### src/rtl/ring_osc_freq_meter.sv
// Gated rising-edge counter for CHANNELS asynchronous ring oscillators.
// Define RING_OSC_FM_CONT_EN for free-running back-to-back windows.
module ring_osc_freq_meter #(
    parameter int CHANNELS    = 4,
    parameter int CNT_W       = 16,
    parameter int GATE_W      = 12,
    parameter int SYNC_STAGES = 2,
    localparam int SEL_W      = (CHANNELS > 1) ? $clog2(CHANNELS) : 1
) (
    input  logic                clk,
    input  logic                rst,
    input  logic [CHANNELS-1:0] osc_in,
    input  logic [SEL_W-1:0]    ch_sel,
    input  logic [GATE_W-1:0]   gate_cycles,
    input  logic                start,
    output logic                busy,
    output logic [CNT_W-1:0]    result,
    output logic [SEL_W-1:0]    result_ch,
    output logic                result_valid,
    input  logic                result_ack,
    output logic                overflow
);
    localparam int SET_W = $clog2(SYNC_STAGES + 1) + 1;
    localparam int TMR_W = (GATE_W > SET_W) ? GATE_W : SET_W;

    typedef enum logic [1:0] {IDLE, SETTLE, MEASURE, DONE} state_e;

    logic [CHANNELS-1:0][SYNC_STAGES-1:0] sync_q, sync_d;
    logic [CHANNELS-1:0] prev_q, prev_d, rise;
    state_e            state_q, state_d;
    logic [SEL_W-1:0]  sel_q, sel_d, res_ch_q, res_ch_d, sel_in;
    logic [GATE_W-1:0] gate_q, gate_d;
    logic [TMR_W-1:0]  tmr_q, tmr_d, gate_m1;
    logic [CNT_W-1:0]  cnt_q, cnt_d, res_q, res_d, cnt_up, fin_cnt;
    logic ovf_q, ovf_d, res_ovf_q, res_ovf_d, valid_q, valid_d;
    logic pulse, ovf_up, fin, fin_ovf, launch;

    always_comb begin
        sync_d = '0;
        prev_d = '0;
        rise   = '0;
        for (int i = 0; i < CHANNELS; i++) begin
            sync_d[i] = {sync_q[i][SYNC_STAGES-2:0], osc_in[i]};
            prev_d[i] = sync_q[i][SYNC_STAGES-1];
            rise[i]   = sync_q[i][SYNC_STAGES-1] & ~prev_q[i];
        end
    end

    assign pulse  = rise[sel_q];
    assign sel_in = (32'(ch_sel) < CHANNELS) ? ch_sel : '0;

    always_comb begin
        state_d   = state_q;
        sel_d     = sel_q;
        gate_d    = gate_q;
        tmr_d     = tmr_q;
        cnt_d     = cnt_q;
        ovf_d     = ovf_q;
        res_d     = res_q;
        res_ch_d  = res_ch_q;
        res_ovf_d = res_ovf_q;
        valid_d   = valid_q;
        launch    = 1'b0;
        fin       = 1'b0;
        // saturating increment: hold at all-ones and flag the lost edge
        cnt_up    = (pulse && !(&cnt_q)) ? cnt_q + 1'b1 : cnt_q;
        ovf_up    = ovf_q | (pulse & (&cnt_q));
        fin_cnt   = cnt_up;
        fin_ovf   = ovf_up;
        gate_m1   = TMR_W'(gate_q) - 1'b1;
        unique case (state_q)
            IDLE: launch = start;
            SETTLE: begin
                if (tmr_q != '0) begin
                    tmr_d = tmr_q - 1'b1;
                end else if (gate_q == '0) begin
                    fin     = 1'b1;
                    fin_cnt = '0;
                    fin_ovf = 1'b0;
                end else begin
                    state_d = MEASURE;
                    tmr_d   = gate_m1;
                end
            end
            MEASURE: begin
                cnt_d = cnt_up;
                ovf_d = ovf_up;
                if (tmr_q == '0) begin
                    fin = 1'b1;
                end else begin
                    tmr_d = tmr_q - 1'b1;
                end
            end
            DONE: begin
`ifdef RING_OSC_FM_CONT_EN
                // DONE doubles as the first cycle of the next window
                valid_d = 1'b0;
                if (!start) begin
                    state_d = IDLE;
                end else if (gate_q == '0) begin
                    fin     = 1'b1;
                    fin_cnt = '0;
                    fin_ovf = 1'b0;
                end else begin
                    cnt_d = cnt_up;
                    ovf_d = ovf_up;
                    if (tmr_q == '0) begin
                        fin = 1'b1;
                    end else begin
                        state_d = MEASURE;
                        tmr_d   = tmr_q - 1'b1;
                    end
                end
`else
                if (result_ack) begin
                    valid_d = 1'b0;
                    state_d = IDLE;
                    launch  = start;
                end
`endif
            end
            default: state_d = IDLE;
        endcase
        if (launch) begin
            state_d = SETTLE;
            sel_d   = sel_in;
            gate_d  = gate_cycles;
            tmr_d   = TMR_W'(SYNC_STAGES);
            cnt_d   = '0;
            ovf_d   = 1'b0;
            valid_d = 1'b0;
        end
        if (fin) begin
            state_d   = DONE;
            res_d     = fin_cnt;
            res_ovf_d = fin_ovf;
            res_ch_d  = sel_q;
            valid_d   = 1'b1;
            cnt_d     = '0;
            ovf_d     = 1'b0;
            tmr_d     = gate_m1;
        end
    end

    always_ff @(posedge clk or posedge rst) begin
        if (rst) begin
            sync_q    <= '0;
            prev_q    <= '0;
            state_q   <= IDLE;
            sel_q     <= '0;
            gate_q    <= '0;
            tmr_q     <= '0;
            cnt_q     <= '0;
            ovf_q     <= 1'b0;
            res_q     <= '0;
            res_ch_q  <= '0;
            res_ovf_q <= 1'b0;
            valid_q   <= 1'b0;
        end else begin
            sync_q    <= sync_d;
            prev_q    <= prev_d;
            state_q   <= state_d;
            sel_q     <= sel_d;
            gate_q    <= gate_d;
            tmr_q     <= tmr_d;
            cnt_q     <= cnt_d;
            ovf_q     <= ovf_d;
            res_q     <= res_d;
            res_ch_q  <= res_ch_d;
            res_ovf_q <= res_ovf_d;
            valid_q   <= valid_d;
        end
    end

    assign busy         = (state_q != IDLE);
    assign result       = res_q;
    assign result_ch    = res_ch_q;
    assign result_valid = valid_q;
    assign overflow     = res_ovf_q;
endmodule

### config.mk
export PLATFORM = sky130hd
export DESIGN_NAME = ring_osc_freq_meter
export DESIGN_NICKNAME = d
export VERILOG_FILES = /design/src/rtl/ring_osc_freq_meter.sv
export SDC_FILE = /design/constraint.sdc
export NUM_CORES = 1
export LEC_CHECK = 0
export ABC_AREA = 0
export BUFFER_PORTS_ARGS = -buffer_cell sky130_fd_sc_hd__buf_2
export CAP_MARGIN = 20
export CELL_PAD_IN_SITES_DETAIL_PLACEMENT = 1
export CELL_PAD_IN_SITES_GLOBAL_PLACEMENT = 2
export CORE_MARGIN = 3
export CORE_UTILIZATION = 37
export CTS_CLUSTER_SIZE = 16
export DETAILED_ROUTE_END_ITERATION = 10
export MAX_ROUTING_LAYER = met4
export PLACE_DENSITY = 0.78
export RECOVER_POWER = 100
export SLEW_MARGIN = 20
export SYNTH_ARGS = -nofsm -noshare
export SYNTH_HDL_FRONTEND = slang
export SYNTH_SLANG_ARGS = --single-unit
### constraint.sdc
create_clock -name clk -period 2.8 [get_ports clk]
set_input_delay 0.28 -clock clk [delete_from_list [all_inputs] [get_ports clk]]
set_output_delay 0.28 -clock clk [all_outputs]
set_load 0.01 [all_outputs]
==> results of run 1 <==
## registers in the layout, indices dropped and copies added, names as in the netlist
| signal | flops |
|---|---|
| overflow | 1 |
| ovf_q | 1 |
| result | 16 |
| prev_q | 4 |
| sync_d | 4 |
| cnt_q | 16 |
| tmr_q | 12 |
| prev_d | 4 |
| state_q | 2 |
| gate_q | 12 |
| result_ch | 2 |
| sel_q | 2 |
| result_valid | 1 |
## cells in the mapped netlist (all sizes together) (4+ instances only)
| master | count |
|---|---|
| nand2b | 6 |
| xor2 | 11 |
| nand2 | 76 |
| clkbuf | 11 |
| nor2b | 4 |
| or3 | 10 |
| dfrtp | 77 |
| buf | 8 |
| nor2 | 25 |
| ha | 8 |
| nand3 | 16 |
| or4 | 6 |
| a211oi | 8 |
| nor4 | 15 |
| a21oi | 16 |
| o21ai | 29 |
| xnor2 | 26 |
| nand4 | 7 |
| a32o | 4 |
| a31oi | 5 |
| and3 | 5 |
| inv | 15 |
| nor3 | 6 |
## routing by layer
layer	GRT usage (%)	vias up
met1	26.6	1724
met4	5.03	0
li1	-	1672
met5	-	-
met2	28.7	61
met3	2.89	10
## repair_timing
action	CTS	global route
gates resized for setup	0	1
hold buffers	1	0
endpoints found under the setup margin	0	1
hold endpoints to repair	21	0
## metrics by stage
step	utilization, %	power, mW	cell area, um2	hold slack [ns]
2_1_floorplan	-	1.17	4100	0.311
3_3_place_gp	43.0	1.20	4540	0.275
3_5_place_dp	43.0	1.20	4540	0.291
4_1_cts	45.2	2.13	4770	0.00936
5_1_grt	44.7	2.18	4720	0.00314
6_report	44.7	2.09	4720	0.0254
## worst max-delay path, delay by kind of cell, from the launching register on
kind / cells / cell delay [ns]
buffers and inverters: 2 / 0.42
AOI/OAI and AO/OA: 1 / 0.10
and+or+nand+nor: 4 / 1.28
DFF: 1 / 0.40
adders and majority gates: 1 / 0.21
## cells by family after synthesis
kind of cell	synth area share, %
AND/OR/NAND/NOR	23.4
adder cells (fa/ha/maj)	2.44
multiplexers	1.62
flip-flops	47.0
buffers and inverters	3.36
XOR/XNOR	7.90
AO/OA/AOI/OAI	14.3
## worst paths after layout
check	end	cells past startpoint	slack, ns	from
max	result[2]	8	0.28	tmr_q[0]
min	sync_d[5]	1	0.03	osc_in[2]
max reg2reg	result[2]	8	0.28	tmr_q[0]
min reg2reg	prev_d[1]	0	0.36	sync_d[3]
max in group asynchronous	tmr_q[8]	4	0.94	rst
min in group asynchronous	cnt_q[3]	3	0.65	rst
## final cells by class
type,instances,share of cell area [%]
Clock inverter,5,1.38
Multi-Input combinational cell,327,43.2
Clock buffer,11,3.21
Sequential cell,77,40.8
Inverter,15,1.22
Timing Repair Buffer,61,6.52
Tap cell,136,3.61
## power by group through the flow
stage / Combinational, mW / Clock (mW) / Sequential (mW)
after floorplan: 0.0267 / 0 / 1.14
after global placement: 0.0543 / 0 / 1.15
after detailed placement: 0.0560 / 0 / 1.15
after CTS: 0.0572 / 0.946 / 1.12
after global routing: 0.0617 / 0.997 / 1.13
final: 0.0533 / 0.913 / 1.12
==> summary.txt, run 1 <==
Top Layer Used: met4
DP Wirelength: 8.12 mm
GRT Residual Overflow: 0
Layout area overhead: 15.1%
Number of enable flip-flop cells after synthesis: 0
Most area-consuming cells after synthesis: dfrtp_1 (47%), nand2_1 (7.0%), xnor2_1 (5.6%), o21ai_0 (3.4%), ha_1 (2.4%)
Seq pwr share: 53.8%
Status: finished clean
Clock Power Share: 43.7%
Post-synthesis sequential area ratio: 47.0%
Psw: 0.482 mW
Initial antenna violation count: 0
CP max FO: 10
Post-DRT Antenna Nets: 0
Synth Cell Area: 0.00410 mm2
GR Util All Layers: 18.9%
First-pass GRT wire length: 18.5 mm
Slew Limit Fails: 0
Worst skew pair latency: 0.36 ns
Vias in the first global route: 3590
Pre-CTS setup slack: 0.218 ns
Number of synthesized register bits: 77
Met1 Wirelength: 5.47 mm
Die area: 0.0124 mm2
Vias: 3467
Leak: 2.06 nW
Slew at the pin closest to its max-slew limit: 1.05 ns
Syn avg cell area: 9.36 um2
Die X: 111 um
Clk sinks: 77
Inserted Diodes: 0
Number of library cell types mapped by synthesis: 58
H-tree depth: 3
Peak supply drop: 0.000179 V
Sequential Area: 0.00193 mm2
Post-Layout Cell Count: 632
Final Hold Vio Count: 0
CP Launch Type: flip-flop
Starting DRT DRC Count: 157
Share of layout cells above drive strength 1: 13.1%
Dpl cells: 615
Die Ht: 111 um
CTS Root Cell: clkbuf_8
Switching Fraction: 23.0%
Combinational share of power: 2.5%
Top-area cell type share of the netlist area: 47.0%
Ys async rst share: 100%
Worst Skew: 0.0178 ns
TritonRoute pass-1 iters: 4
Multi-input gate area: 0.00204 mm2
CP Data Required Time: 3.02 ns
Count of final setup violators: 0
Final min period: 2.52 ns
Critical path, cell by cell: inv_1 -> ha_1 -> nor4b_1 -> and4_1 -> nand3_1 -> clkbuf_2 -> nand2_1 -> o21ai_0
Most frequent cells in the layout: dfrtp_1 (77), nand2_1 (76), o21ai_0 (28)
Met3 WL: 468 um
Number of fill cells in the layout: 1248
CTS tree: yes
Crit. End Element: flip-flop
Routed wire length: 11.0 mm
Maximum clock frequency: 396 MHz
Core area: 0.0106 mm2
Met2 routed WL: 4.96 mm
Max_slew headroom: 29.5%
Pin count of the biggest net entering global routing: 30
Ys flop type: dfrtp_1
Most common cell after layout, fill and taps aside: dfrtp_1
Setup TNS Final: 0 ns
RD Place Congestion: 0.845
Crit-path slowest cell: nor4b_1
Final setup margin: 0.276 ns
Mapped Nets: 468
Power per cell area: 443 mW/mm2
Routed length per instance: 17.4 um
CP max stage delay: 0.44 ns
Initial Util: 38.8%
Final period utilization: 90.1%
Cts bufs inserted: 9
RSZ-0062 raised after global routing: false
Clock buffer depth: 2
Routed vias/inst: 5.49
Worst Hold Class: in2reg
Setup CP Type: reg2reg
Pint: 1.61 mW
Post-synth top area cell: dfrtp_1
Setup Fix Bufs, Post-CTS: 0
Cells after synthesis: 438
# IOs: 43
Residual DRC count: 0
Clock transition at path regs: 0.09 ns
Max_cap viols: 0
Port-buffer cells: 42
Crit path arrival time: 2.74 ns
YS warnings: 0
Row Count: 37
Final net count: 521
No activity file was read; power rests on OpenSTA's default activity.
==> run 2: changes to the inputs <==
--- a/config.mk
+++ b/config.mk
@@ -14,7 +14,6 @@
 export CORE_UTILIZATION = 37
 export CTS_CLUSTER_SIZE = 16
 export DETAILED_ROUTE_END_ITERATION = 10
-export MAX_ROUTING_LAYER = met4
 export PLACE_DENSITY = 0.78
 export RECOVER_POWER = 100
 export SLEW_MARGIN = 20
==> run 2 against run 1 <==
Compared with the run above:
- hold slack barely moved
- largest power group unchanged
- highest routed layer unchanged
- final cell count unchanged
- global-route usage down 0.51 points
==> summary.txt, run 2 (synthesized netlist as in run 1, its figures left out) <==
Status: finished clean
Cts bufs inserted: 9
Core area: 0.0106 mm2
Vias in the first global route: 3580
Clk sinks: 77
Max_slew headroom: 29.7%
Vias: 3469
Setup Fix Bufs, Post-CTS: 0
H-tree depth: 3
Die area: 0.0124 mm2
Worst Skew: 0.0191 ns
Die X: 111 um
Routed wire length: 10.9 mm
Count of final setup violators: 0
RD Place Congestion: 0.832
Crit-path slowest cell: nor4b_1
FF-to-FF Start: tmr_q[0]
Leak: 2.06 nW
Layout area overhead: 15.1%
Peak supply drop: 0.000179 V
Post-DRT Antenna Nets: 0
Clock transition at path regs: 0.09 ns
CP Launch Type: flip-flop
Placed Area: 0.00454 mm2
Crit path arrival time: 2.72 ns
RSZ-0062 raised after global routing: false
CTS Root Cell: clkbuf_8
CP max stage delay: 0.43 ns
Residual DRC count: 0
Crit path depth: 8
Most common cell after layout, fill and taps aside: dfrtp_1
Slew at the pin closest to its max-slew limit: 1.05 ns
Hold Startpoint: osc_in[2]
Crit path buf inv count: 2
Setup TNS Final: 0 ns
Slew Limit Fails: 0
GR Util All Layers: 18.4%
Dpl cells: 615
Most frequent cells in the layout: dfrtp_1 (77), nand2_1 (76), o21ai_0 (28)
Overall Power: 2.09 mW
Crit. End Element: flip-flop
WHS Endpoint: sync_d[5]
Inserted Diodes: 0
Clock buffer depth: 2
Reg-to-reg endpoint: result[2]
Final min period: 2.50 ns
Worst skew pair latency: 0.36 ns
Final period utilization: 89.4%
Row Count: 37
DP Wirelength: 8.12 mm
Max_cap viols: 0
Top delay family on crit path: simple AND/OR/NAND/NOR gates
Routed vias/inst: 5.49
Fin area: 0.00472 mm2
GRT Residual Overflow: 0
Routed length per instance: 17.3 um
Final net count: 521
# IOs: 43
CP max FO: 10
Die Ht: 111 um
Maximum clock frequency: 399 MHz
Port-buffer cells: 42
Initial antenna violation count: 0
CTS tree: yes
CP Data Required Time: 3.02 ns
Final Hold Vio Count: 0
Worst Hold Class: in2reg
Worst Hold Depth: 1
Critical path, cell by cell: inv_1 -> ha_1 -> nor4b_1 -> and4_1 -> nand3_1 -> clkbuf_2 -> nand2_1 -> o21ai_0
Pin count of the biggest net entering global routing: 30
Initial Util: 38.8%
Share of layout cells above drive strength 1: 13.1%
TritonRoute pass-1 iters: 4
Power per cell area: 444 mW/mm2
Worst R2R Setup Slack: 0.30 ns
Setup CP Type: reg2reg
First-pass GRT wire length: 18.5 mm
Starting DRT DRC Count: 168
Post-Layout Cell Count: 632
Reg2reg path depth: 8
[run 2: cell counts in the layout (fill, tap and decap cells not counted)]
No cell type changed its count.
[run 2: power breakdown]
group / total, mW / switching, mW / internal [mW]
clock: 0.916 / 0.446 / 0.471
sequential: 1.12 / 0.00381 / 1.12
combinational: 0.0533 / 0.0348 / 0.0185
total: 2.09 / 0.484 / 1.61
[run 2: worst max-delay path by stage]
stage | startpoint | endpoint | slack, ns
6_report | tmr_q[0] | result[2] | 0.30
5_1_grt | tmr_q[0] | result[13] | 0.06
4_1_cts | tmr_q[0] | result[2] | 0.18
3_5_place_dp | tmr_q[0] | result[2] | 0.22
3_3_place_gp | tmr_q[0] | result[1] | 0.37
2_1_floorplan | rst | cnt_q[0] | 0.55
[run 2: cell type report]
| type | instances | area [um2] |
|---|---|---|
| tap | 136 | 170 |
| fill | 1248 | 5840 |
| sequential | 77 | 1930 |
| clock inverter | 5 | 65.1 |
| timing repair buffer | 61 | 308 |
| inverter | 15 | 57.6 |
| clock buffer | 11 | 151 |
| multi-input combinational | 327 | 2040 |
[run 2: stage by stage]
step	setup WS [ns]	util [%]	hold WS, ns
detailed placement	0.218	43.0	0.291
floorplan	0.553	-	0.311
CTS	0.184	45.2	0.00936
global route	0.0593	44.7	0.00318
global placement	0.365	43.0	0.275
finish	0.296	44.7	0.0252
[run 2: worst reg2reg max path: stages (launching register included)]
cell and delay (ns):
dfrtp_1 0.40, inv_1 0.09, ha_1 0.21, nor4b_1 0.43, and4_1 0.38, nand3_1 0.34
clkbuf_2 0.32, nand2_1 0.10, o21ai_0 0.10
[run 2: what timing repair did]
item | 4_1_cts | 5_1_grt
setup endpoints to repair | 0 | 1
hold endpoints to repair | 21 | 0
hold buffers | 1 | 0
resized for setup | 0 | 1
[run 2: per-layer routing]
metal  global-route usage (%)  up-vias  wire length [um]
met2                     28.7       56              4950
met3                     2.95        9               439
met1                     26.5     1733              5460
met5                        0        -                 0
li1                         -     1671                 -
met4                     5.03        0                96
==> run 3: changes to the inputs <==
--- a/config.mk
+++ b/config.mk
@@ -7,14 +7,14 @@
 export LEC_CHECK = 0
 export ABC_AREA = 0
 export BUFFER_PORTS_ARGS = -buffer_cell sky130_fd_sc_hd__buf_2
-export CAP_MARGIN = 20
 export CELL_PAD_IN_SITES_DETAIL_PLACEMENT = 1
 export CELL_PAD_IN_SITES_GLOBAL_PLACEMENT = 2
+export CORE_ASPECT_RATIO = 2
 export CORE_MARGIN = 3
-export CORE_UTILIZATION = 37
+export CORE_UTILIZATION = 33
 export CTS_CLUSTER_SIZE = 16
 export DETAILED_ROUTE_END_ITERATION = 10
-export PLACE_DENSITY = 0.78
+export PLACE_DENSITY = 0.73
 export RECOVER_POWER = 100
 export SLEW_MARGIN = 20
 export SYNTH_ARGS = -nofsm -noshare
==> constraint.sdc (replaced) <==
create_clock -name clk -period 2.1 [get_ports clk]
set_input_delay 0.21 -clock clk [delete_from_list [all_inputs] [get_ports clk]]
set_output_delay 0.21 -clock clk [all_outputs]
set_load 0.01 [all_outputs]
==> run 3 against run 2 <==
Compared with the run above:
- the run now ends with max-capacitance violations, max-slew violations, negative setup slack left
- routed wire length up 32%
- largest power group is now the clock network
- final area rose by 24%
- global-route usage increased by 2.5 points
- core utilization rose by 3.6 points
- via count increased by 14%
- critical path depth is 2 lower
==> summary.txt, run 3 (synthesized netlist as in run 1, its figures left out) <==
Status: finished, violations left
Failing checks: max-capacitance violations, max-slew violations, negative setup slack
CP endpoint: tmr_q[10]
Top Layer Used: met4
Die area: 0.0139 mm2
Critical path, cell by cell: or4_4 -> buf_6 -> or3_4 -> xnor2_4 -> o21bai_4 -> a32o_1
Crit. End Element: flip-flop
CP max FO: 4
Vias in the first global route: 4285
CP max stage delay: 0.58 ns
First-pass GRT wire length: 22.3 mm
Core area: 0.0121 mm2
Reg-to-reg endpoint: tmr_q[10]
Clock buffer depth: 2
CP Data Required Time: 2.32 ns
Final net count: 591
GRT Residual Overflow: 0
Worst Skew: 0.00620 ns
Dpl cells: 684
Crit path buf inv count: 1
Setup CP Type: reg2reg
Met3 WL: 376 um
Clock transition at path regs: 0.06 ns
Count of final setup violators: 32
Maximum clock frequency: 458 MHz
Reg2reg path depth: 6
Final period utilization: 104%
# IOs: 43
Cts bufs inserted: 9
Worst skew pair latency: 0.34 ns
Routed length per instance: 20.2 um
Routed vias/inst: 5.56
Port-buffer cells: 42
Met1 Wirelength: 4.55 mm
Max_cap viols: 1
Worst R2R Setup Slack: -0.08 ns
Clk sinks: 77
CTS Root Cell: clkbuf_16
Vias: 3965
RD Place Congestion: 0.956
Most common cell after layout, fill and taps aside: dfrtp_1
Post-DRT Antenna Nets: 0
Core Util, Final: 48.3%
Share of layout cells above drive strength 1: 32.0%
Initial Util: 33.8%
Pin count of the biggest net entering global routing: 78
Crit. Startpoint: gate_q[2]
Crit-path slowest cell: or4_4
Worst Hold Depth: 3
FF-to-FF Start: gate_q[2]
RSZ-0062 raised after global routing: true
Peak supply drop: 0.000670 V
Met2 routed WL: 8.74 mm
GR Util All Layers: 20.9%
Final min period: 2.18 ns
Final setup margin: -0.0837 ns
Hold_ws: 0.0636 ns
CTS tree: yes
Slew at the pin closest to its max-slew limit: 1.76 ns
Inserted Diodes: 0
TritonRoute pass-1 iters: 5
Initial antenna violation count: 0
Power per cell area: 603 mW/mm2
Max_slew headroom: -17.5%
Crit path depth: 6
Die Ht: 164 um
Post-Layout Cell Count: 713
H-tree depth: 3
Worst Hold Class: in2reg
Leak: 2.61 nW
Crit path arrival time: 2.41 ns
Starting DRT DRC Count: 133
Slew Limit Fails: 78
Most frequent cells in the layout: dfrtp_1 (77), nand2_1 (76), buf_4 (74)
CP Launch Type: flip-flop
Row Count: 57
Die X: 84.8 um
Top delay family on crit path: simple AND/OR/NAND/NOR gates
Final Hold Vio Count: 0
Routed wire length: 14.4 mm
DP Wirelength: 10.3 mm
Layout area overhead: 42.9%
Residual DRC count: 0
run 3: through the flow:
stage | setup WS, ns | total power, mW | setup TNS, ns | cell area (um2)
after detailed placement | -0.191 | 1.61 | -3.01 | 5050
after floorplan | -0.00737 | 1.56 | -0.00737 | 4140
after global placement | -0.175 | 1.60 | -1.65 | 5050
after CTS | -0.0868 | 3.57 | -1.30 | 5640
after global routing | -0.138 | 3.66 | -3.38 | 5860
final | -0.0837 | 3.53 | -0.896 | 5860
run 3: area by class of cell:
cell class | instances | area (um2)
well taps | 147 | 184
multi-input cells | 328 | 2400
clock buffers | 9 | 225
repair buffers | 130 | 917
fillers | 1432 | 6260
inverters | 15 | 60.1
flip-flops and latches | 77 | 1930
clock inverters | 7 | 146
run 3: timing repair:
item                                    CTS  global route
resized for setup                        28            50
hold endpoints to repair                  4             0
pin swaps                                14            17
buffers inserted                          3             4
cloned                                    1             1
hold buffers                              4             0
endpoints found under the setup margin   42            49
run 3: worst min path at each step:
stage / from / endpoint
6_report: gate_cycles[8] / gate_q[8]
5_1_grt: gate_cycles[11] / gate_q[11]
4_1_cts: rst / sync_d[5]
3_5_place_dp: osc_in[3] / sync_d[7]
3_3_place_gp: osc_in[0] / sync_d[1]
2_1_floorplan: osc_in[0] / sync_d[1]
run 3: metal layers:
layer / vias up / GRT usage (%)
li1: 1816 / -
met1: 2011 / 18.5
met4: 0 / 10.9
met2: 95 / 43.1
met5: - / 0
met3: 43 / 3.03
run 3: report_power, final:
part / switching [mW] / total [mW] / internal (mW) / leakage (nW)
clock: 0.655 / 1.94 / 1.29 / 0.180
combinational: 0.0514 / 0.0847 / 0.0333 / 1.52
sequential: 0.00775 / 1.50 / 1.50 / 0.910
run 3: worst reg2reg max path: stages, from the launching register on:
cell	delay (ns)
dfrtp_1	0.38
or4_4	0.58
buf_6	0.16
or3_4	0.39
xnor2_4	0.17
o21bai_4	0.19
a32o_1	0.22
